File: src/rtl/m_booth_radix4_seq.sv
// Sequential radix-4 Booth signed multiplier. Obtains -A once from an external
// complement unit over a pulse handshake, then adds one partial product per cycle.
module m_booth_radix4_seq #(
    parameter int unsigned N    = 4,
    parameter int unsigned TOUT = 15
) (
    input  logic           clock,
    input  logic           reset,
    input  logic [N-1:0]   in_a,
    input  logic [N-1:0]   in_b,
    input  logic           in_valid_pulse,
    output logic           busy,
    output logic [2*N-1:0] out_product,
    output logic           out_valid_pulse,
    output logic           out_err_pulse,
    output logic [N:0]     tog_req_data,
    output logic           tog_req_pulse,
    input  logic           tog_busy,
    input  logic [N:0]     tog_resp_data,
    input  logic           tog_resp_pulse
);

    localparam int unsigned SW = (N / 2 > 1) ? $clog2(N / 2) : 1;
    localparam int unsigned TW = (TOUT > 1) ? $clog2(TOUT) : 1;
    localparam logic [SW-1:0] LastStep = SW'(N / 2 - 1);
    localparam logic [TW-1:0] ToutLast = TW'(TOUT - 1);

    typedef enum logic [2:0] {
        StIdle,
        StReq,
        StWaitNeg,
        StAccum,
        StDone
    } state_e;

    state_e         state_q, state_d;
    logic [N:0]     a_x_q, a_x_d;
    logic [N-1:0]   b_q, b_d;
    logic [N:0]     neg_a_q, neg_a_d;
    logic [2*N-1:0] acc_q, acc_d;
    logic [SW-1:0]  step_q, step_d;
    logic [TW-1:0]  tout_q, tout_d;
    logic           busy_q, busy_d;
    logic [2*N-1:0] out_product_q, out_product_d;
    logic           out_valid_q, out_valid_d;
    logic           out_err_q, out_err_d;
    logic [N:0]     req_data_q, req_data_d;
    logic           req_pulse_q, req_pulse_d;

    logic [2:0]     grp;
    logic [N+1:0]   pp;
    logic [2*N-1:0] pp_ext;
    logic [2*N-1:0] pp_shift;

    // Booth digit select; B is extended with an implicit 0 below bit 0.
    always_comb begin
        grp = 3'({b_q, 1'b0} >> {step_q, 1'b0});
        case (grp)
            3'b001, 3'b010: pp = {a_x_q[N], a_x_q};
            3'b011:         pp = {a_x_q, 1'b0};
            3'b100:         pp = {neg_a_q, 1'b0};
            3'b101, 3'b110: pp = {neg_a_q[N], neg_a_q};
            default:        pp = '0;
        endcase
        pp_ext   = (2 * N)'($signed(pp));
        pp_shift = pp_ext << {step_q, 1'b0};
    end

    always_comb begin
        state_d       = state_q;
        a_x_d         = a_x_q;
        b_d           = b_q;
        neg_a_d       = neg_a_q;
        acc_d         = acc_q;
        step_d        = step_q;
        tout_d        = tout_q;
        busy_d        = busy_q;
        out_product_d = out_product_q;
        out_valid_d   = 1'b0;
        out_err_d     = 1'b0;
        req_data_d    = req_data_q;
        req_pulse_d   = 1'b0;

        case (state_q)
            StIdle: begin
                if (in_valid_pulse) begin
                    a_x_d   = {in_a[N-1], in_a};
                    b_d     = in_b;
                    busy_d  = 1'b1;
                    acc_d   = '0;
                    state_d = StReq;
                end
            end
            StReq: begin
                if (!tog_busy) begin
                    req_data_d  = a_x_q;
                    req_pulse_d = 1'b1;
                    tout_d      = '0;
                    state_d     = StWaitNeg;
                end
            end
            StWaitNeg: begin
                // A response arriving on the timeout cycle still wins.
                if (tog_resp_pulse) begin
                    neg_a_d = tog_resp_data;
                    step_d  = '0;
                    state_d = StAccum;
                end else if (tout_q == ToutLast) begin
                    out_err_d     = 1'b1;
                    busy_d        = 1'b0;
                    out_product_d = '0;
                    state_d       = StIdle;
                end else begin
                    tout_d = tout_q + 1'b1;
                end
            end
            StAccum: begin
                acc_d = acc_q + pp_shift;
                if (step_q == LastStep) begin
                    state_d = StDone;
                end else begin
                    step_d = step_q + 1'b1;
                end
            end
            StDone: begin
                out_product_d = acc_q;
                out_valid_d   = 1'b1;
                busy_d        = 1'b0;
                state_d       = StIdle;
            end
            default: state_d = StIdle;
        endcase
    end

    always_ff @(posedge clock) begin
        if (reset) begin
            state_q       <= StIdle;
            a_x_q         <= '0;
            b_q           <= '0;
            neg_a_q       <= '0;
            acc_q         <= '0;
            step_q        <= '0;
            tout_q        <= '0;
            busy_q        <= 1'b0;
            out_product_q <= '0;
            out_valid_q   <= 1'b0;
            out_err_q     <= 1'b0;
            req_data_q    <= '0;
            req_pulse_q   <= 1'b0;
        end else begin
            state_q       <= state_d;
            a_x_q         <= a_x_d;
            b_q           <= b_d;
            neg_a_q       <= neg_a_d;
            acc_q         <= acc_d;
            step_q        <= step_d;
            tout_q        <= tout_d;
            busy_q        <= busy_d;
            out_product_q <= out_product_d;
            out_valid_q   <= out_valid_d;
            out_err_q     <= out_err_d;
            req_data_q    <= req_data_d;
            req_pulse_q   <= req_pulse_d;
        end
    end

    assign busy            = busy_q;
    assign out_product     = out_product_q;
    assign out_valid_pulse = out_valid_q;
    assign out_err_pulse   = out_err_q;
    assign tog_req_data    = req_data_q;
    assign tog_req_pulse   = req_pulse_q;

endmodule

File: config.mk
export PLATFORM = sky130hd
export DESIGN_NAME = m_booth_radix4_seq
export DESIGN_NICKNAME = d
export VERILOG_FILES = /design/src/rtl/m_booth_radix4_seq.sv
export SDC_FILE = /design/constraint.sdc
export NUM_CORES = 1
export LEC_CHECK = 0
export CAP_MARGIN = 25
export CORE_ASPECT_RATIO = 1.4
export CORE_MARGIN = 2
export CORE_UTILIZATION = 53
export DETAILED_ROUTE_END_ITERATION = 16
export MAX_ROUTING_LAYER = met4
export PLACE_DENSITY_LB_ADDON = 0.05
export SLEW_MARGIN = 10
export SYNTH_ARGS = -nofsm -noshare
export SYNTH_HDL_FRONTEND = slang
export SYNTH_SLANG_ARGS = --single-unit
File: constraint.sdc
create_clock -name clock -period 3.9 [get_ports clock]
set_input_delay 0.78 -clock clock [delete_from_list [all_inputs] [get_ports clock]]
set_output_delay 0.78 -clock clock [all_outputs]
set_load 0.05 [all_outputs]
==> results of run 1 <==
==> registers in the layout, indices dropped and copies added (netlist names) <==
signal,count
busy,1
out_product,8
b_q,4
acc_q,8
a_x_q,4
tout_q,4
neg_a_q,5
tog_req_pulse,1
out_valid_pulse,1
state_q,3
step_q,1
out_err_pulse,1
tog_req_data,4
==> worst paths after layout <==
path	from	to	slack [ps]
worst max-delay path	b_q[1]	acc_q[7]	630
worst min-delay path	out_product[5]	out_product[5]	480
worst max register to register	b_q[1]	acc_q[7]	630
worst min register to register	out_product[5]	out_product[5]	480
==> worst max-delay path, cell delays in order, from the launching register on <==
cell	delay, ps
dfxtp_1	540
inv_1	100
o32ai_1	580
a22o_1	240
a21oi_1	30
o21ai_0	110
nor2b_1	250
ha_1	260
a21oi_1	150
nor2b_1	70
a311o_1	380
a31o_2	270
o21ai_0	90
nand3_1	80
==> power by group through the flow <==
stage | Combinational, W | Clock, W | Sequential [W]
finish | 0.000137 | 0.000310 | 0.000502
detailed placement | 0.000138 | 0 | 0.000513
global route | 0.000151 | 0.000335 | 0.000506
global placement | 0.000136 | 0 | 0.000513
CTS | 0.000139 | 0.000319 | 0.000502
floorplan | 0.0000972 | 0 | 0.000506
==> per-layer routing <==
metal	vias up	track usage, %	part of all wire [%]	routed length (um)
met2	28	36.8	51	2410
met4	0	7.56	1.6	77
met3	6	3.78	2.9	138
met1	893	24.6	44	2100
li1	986	-	-	-
met5	-	-	0	0
==> logic make-up (layout without fill, tap and decap cells) <==
kind of cell | Yosys count | in the layout | synth area share, %
AOI/OAI and AO/OA | 72 | 72 | 21.6
and+or+nand+nor | 91 | 91 | 20.4
muxes | 11 | 11 | 4.93
buffers and inverters | 24 | 56 | 4.38
xor gates and xnor gates | 9 | 9 | 3.45
adders and majority gates | 10 | 10 | 5.81
DFF | 45 | 45 | 39.4
==> placed cells by master, fill, tap and decap left out, types with 2 or more instances in the layout <==
| master | Yosys | routed |
|---|---|---|
| nand3b_1 | 2 | 2 |
| nand2b_1 | 3 | 3 |
| a22oi_1 | 5 | 5 |
| inv_1 | 11 | 11 |
| nor3_1 | 3 | 3 |
| nand2_1 | 25 | 25 |
| o21bai_1 | 2 | 2 |
| a22o_1 | 12 | 12 |
| dfxtp_1 | 45 | 45 |
| a21oi_1 | 25 | 25 |
| nor3_2 | 3 | 3 |
| nor2b_1 | 8 | 8 |
| or3_1 | 2 | 2 |
| a21o_1 | 3 | 3 |
| or2_2 | 2 | 2 |
| xnor2_1 | 5 | 5 |
| ha_1 | 9 | 9 |
| nor4_1 | 2 | 2 |
| a2bb2oi_1 | 2 | 2 |
| nor2_1 | 28 | 28 |
| clkdlybuf4s50_1 | 0 | 34 |
| xor2_1 | 4 | 4 |
| clkbuf_8 | 0 | 7 |
| buf_4 | 1 | 3 |
| and3_1 | 3 | 3 |
| mux2i_1 | 9 | 9 |
| nand3_1 | 3 | 3 |
| o21ai_0 | 9 | 9 |
| mux2_2 | 2 | 2 |
| a211oi_1 | 2 | 2 |
==> layout make-up <==
type,instances,area (um^2)
fillers,379,1420
multi-input cells,193,1280
flip-flops and latches,45,901
repair buffers,37,363
clock buffers,7,96.3
well taps,45,56.3
inverters,11,41.3
clock inverters,1,5.00
==> stage by stage <==
step / instances / cell area, um^2 / utilization [%]
after floorplan: 262 / 2280 / -
after global placement: 331 / 2650 / 63.4
after detailed placement: 331 / 2650 / 63.4
after CTS: 339 / 2750 / 65.9
after global routing: 339 / 2750 / 65.9
final: 339 / 2750 / 65.9
==> summary.txt, run 1 <==
Outcome: completed
Worst setup EP type: register
Worst setup margin: 626 ps
Register share of total power: 52.9%
Layout cells sized above 1: 8.84%
Half-perimeter wire length after placement: 3.40 mm
CP required: 4080 ps
First-pass GRT wire length: 7.68 mm
Post-CTS setup buffers: 0
RSZ-0062 raised after global routing: false
Via-to-Cell Ratio: 5.64
Hold Path Depth: 1
Syn Inst Count: 262
Internal power: 0.000698 W
Number of global-route vias before repair: 1745
Hold WC Path Type: reg2reg
Synth cell types: 51
CTS max path bufs: 2
Detail Route Antenna Nets: 0
Yosys reg bits: 45
Worst Reg-to-Reg Cells: 13
Final setup skew: 4.48 ps
Clk_lat worst skew: 300 ps
WHS: 476 ps
Vias: 1913
PortBufs: 34
Top cells by count, synth: dfxtp_1, nor2_1, a21oi_1, nand2_1, a22o_1
Combinational fraction of design power: 14.4%
Starting Density: 54.8%
Num rows: 28
Final period util: 83.9%
Maximum capacitance violations: 0
Area Overhead vs Synth: 20.2%
EDFF count, synth: 0
Worst Path Max Fanout: 12
CTS resizes: 0
Yosys top cell by area: dfxtp_1
Maximum vdd drop: 274 uV
First DRT Iteration DRCs: 85
Area fraction of the dominant cell type after synthesis: 39.4%
Final min period: 3270 ps
CP startpoint kind: register
P per Cell Area: 346 mW/mm^2
CTS Hold Bufs: 0
Aggregate global-route resource usage: 21.4%
Clock Pin Slew Worst Setup and Hold Paths: 80 ps
Final Setup Violations: 0
Most instantiated library cell after synthesis: dfxtp_1
Seq/Total Area, Yosys: 39.4%
Die area: 0.00486 mm^2
Hold Vio Cnt, Final: 0
Sw Ratio: 26.4%
Setup_tns: 0 ps
N_diodes: 0
H-tree depth: 2
IO Count: 35
Syn_area_per_cell: 8.72 um^2
Synthesized cell area: 0.00228 mm^2
Yosys warns: 0
Wire length per cell: 13.9 um
Pin count of the biggest net entering global routing: 22
Pins Over Slew Limit: 0
Remaining Overflow, GRT: 0
Most used flip-flop cell after synthesis: dfxtp_1
Asr flop ratio synth: 0%
Core ar.: 0.00417 mm^2
Pre-CTS setup slack: 663 ps
Antenna violations before repair: 0
Drt pass-1 iters: 4
Crit path DAT: 3460 ps
Die outline width: 59.5 um
Clock sinks: 45
Area contributors post-synth: dfxtp_1, a21oi_1, ha_1, nor2_1, a22o_1
Overall Power: 0.000950 W
DRC: 0
Total CTS buffers: 5
Slew headroom: 40.7%
CTS tree: done
Worst slew pin tran: 882 ps
Crit path kind: reg2reg
Placer Congestion: 0.881
Net Count, Synth: 290
Clk root buf: clkbuf_8
Fmax: 0.305 GHz
Final WL: 4.72 mm
Clock network fraction of total power: 32.6%
Post-layout net count: 321
Sw Pwr: 0.000251 W
Die Height: 81.7 um
Leakage power: 1.06 nW
(Power assumes the default switching activity.)
==> inputs of run 2 (changes only) <==
--- a/config.mk
+++ b/config.mk
@@ -8,7 +8,7 @@
 export CAP_MARGIN = 25
 export CORE_ASPECT_RATIO = 1.4
 export CORE_MARGIN = 2
-export CORE_UTILIZATION = 53
+export CORE_UTILIZATION = 48
 export DETAILED_ROUTE_END_ITERATION = 16
 export MAX_ROUTING_LAYER = met4
 export PLACE_DENSITY_LB_ADDON = 0.05
==> constraint.sdc (replaced) <==
create_clock -name clock -period 2.9 [get_ports clock]
set_input_delay 0.58 -clock clock [delete_from_list [all_inputs] [get_ports clock]]
set_output_delay 0.58 -clock clock [all_outputs]
set_load 0.05 [all_outputs]
==> run 2 against run 1 <==
Against the previous run:
- fmax up 18%
- clock power increased by 17%
- sequential cell count stayed put
- register-to-register slack lost 500 ps
- critical path type unchanged
- highest routed layer unchanged
- final cell count grew 9.1%
- combinational power is 63% higher
==> summary.txt, run 2 (synthesis gave the netlist of run 1 again) <==
Number of global-route vias before repair: 1866
Min-delay src: out_product[4]
Slew headroom: 51.9%
H-tree depth: 2
CTS tree: done
Crit path DAT: 3010 ps
Final period util: 95.8%
CP startpoint kind: register
DRC: 0
Clock Pin Slew Worst Setup and Hold Paths: 80 ps
Worst slew pin tran: 722 ps
Combinational fraction of design power: 17.7%
PortBufs: 34
CP required: 3140 ps
Layout cells sized above 1: 16.9%
Num rows: 29
Setup_tns: 0 ps
Sw Pwr: 0.000346 W
Core Util, Final: 64.9%
CTS Hold Bufs: 0
Drt pass-1 iters: 4
Remaining Overflow, GRT: 0
IO Count: 35
CTS max path bufs: 2
Die area: 0.00534 mm^2
Leakage power: 1.13 nW
Half-perimeter wire length after placement: 3.63 mm
Clock sinks: 45
Clk root buf: clkbuf_8
Internal power: 0.000918 W
Hold Path Depth: 1
Worst Reg-to-Reg Cells: 14
Hold Vio Cnt, Final: 0
R2R Setup Slk: 120 ps
Most frequent cells in the layout: dfxtp_1, clkdlybuf4s50_1, nor2_1, a21oi_1, nand2_1
First DRT Iteration DRCs: 79
Die Height: 85.6 um
Fmax: 0.360 GHz
Via-to-Cell Ratio: 5.36
Sw Ratio: 27.3%
P per Cell Area: 426 mW/mm^2
Final WL: 5.20 mm
N_diodes: 0
Final setup skew: 4.49 ps
Vias: 1982
Outcome: completed
Pin count of the biggest net entering global routing: 18
Aggregate global-route resource usage: 20.6%
Starting Density: 50.0%
Pins Over Slew Limit: 0
Final Setup Violations: 0
Area Overhead vs Synth: 29.8%
Placer Congestion: 0.837
Antenna violations before repair: 0
Register share of total power: 53.5%
Worst Hold End: out_product[4]
Wire length per cell: 14.1 um
Detail Route Antenna Nets: 0
Worst setup EP type: register
Die outline width: 62.3 um
Capturing point of the worst reg2reg path: acc_q[7]
Clock network fraction of total power: 28.8%
Final min period: 2780 ps
First-pass GRT wire length: 8.55 mm
Post-layout net count: 335
Clk_lat worst skew: 290 ps
Hold WC Path Type: reg2reg
Core ar.: 0.00457 mm^2
Maximum capacitance violations: 0
Worst Path Max Fanout: 4
Crit path kind: reg2reg
Total CTS buffers: 5
RR Startpoint: b_q[2]
Maximum vdd drop: 258 uV
Most common cell after layout, fill and taps aside: dfxtp_1
==> run 2: changes by cell type in the layout (fill, tap and decap cells not counted), sizes merged <==
cell    delta
clkinv     -1
clkbuf     +1
buf       +14
==> run 2: how the worst max path moves through the flow <==
stage / end / cells past startpoint / start
2_1_floorplan: acc_q[7] / 14 / b_q[2]
3_3_place_gp: acc_q[7] / 14 / b_q[1]
3_5_place_dp: acc_q[7] / 14 / b_q[1]
4_1_cts: acc_q[7] / 14 / b_q[1]
5_1_grt: acc_q[7] / 14 / b_q[2]
6_report: acc_q[7] / 14 / b_q[2]
==> run 2: timing repair <==
action	CTS	global route
setup buffers	0	1
endpoints found under the setup margin	2	3
pin swaps	0	1
gates resized for setup	5	23
==> run 2: power by group through the flow <==
stage	clock (W)	combinational, W	sequential [W]
5_1_grt	0.000401	0.000244	0.000681
4_1_cts	0.000381	0.000208	0.000674
6_report	0.000364	0.000223	0.000676
2_1_floorplan	0	0.000131	0.000681
3_5_place_dp	0	0.000204	0.000687
3_3_place_gp	0	0.000203	0.000687
==> run 2: layout make-up <==
type                       count  area [um^2]
inverter                      11         41.3
tap                           62         77.6
clock buffer                   8         80.1
timing repair buffer          51          468
multi-input combinational    193         1390
sequential                    45          913
fill                         412         1610
==> run 2: per-layer routing <==
| metal | wire length (um) | GRT usage [%] |
|---|---|---|
| met5 | 0 | - |
| met4 | 88 | 8.48 |
| met2 | 2660 | 35.4 |
| met1 | 2320 | 24.1 |
| met3 | 133 | 3.41 |
==> run 2: worst max-delay path, stage by stage (launching register included) <==
cell	delay [ps]
dfxtp_4	390
or2_4	150
o32ai_4	90
buf_4	150
a22o_1	220
a21oi_1	100
o21ai_1	100
mux2_4	300
ha_4	220
a21oi_2	120
nor2_1	50
a311o_1	340
a31o_2	260
o21bai_1	150
nand3_1	80
==> run 2: metrics by stage <==
stage          power, W  hold slack (ps)  cells  setup slack (ps)  instance area, um^2
6_report        0.00126              475    370               122                 2970
2_1_floorplan  0.000812              445    262              49.5                 2280
3_3_place_gp   0.000890              460    361              11.5                 2760
5_1_grt         0.00132              495    370             -22.0                 2970
4_1_cts         0.00126              481    369              2.27                 2860
3_5_place_dp   0.000891              460    361             -41.9                 2760
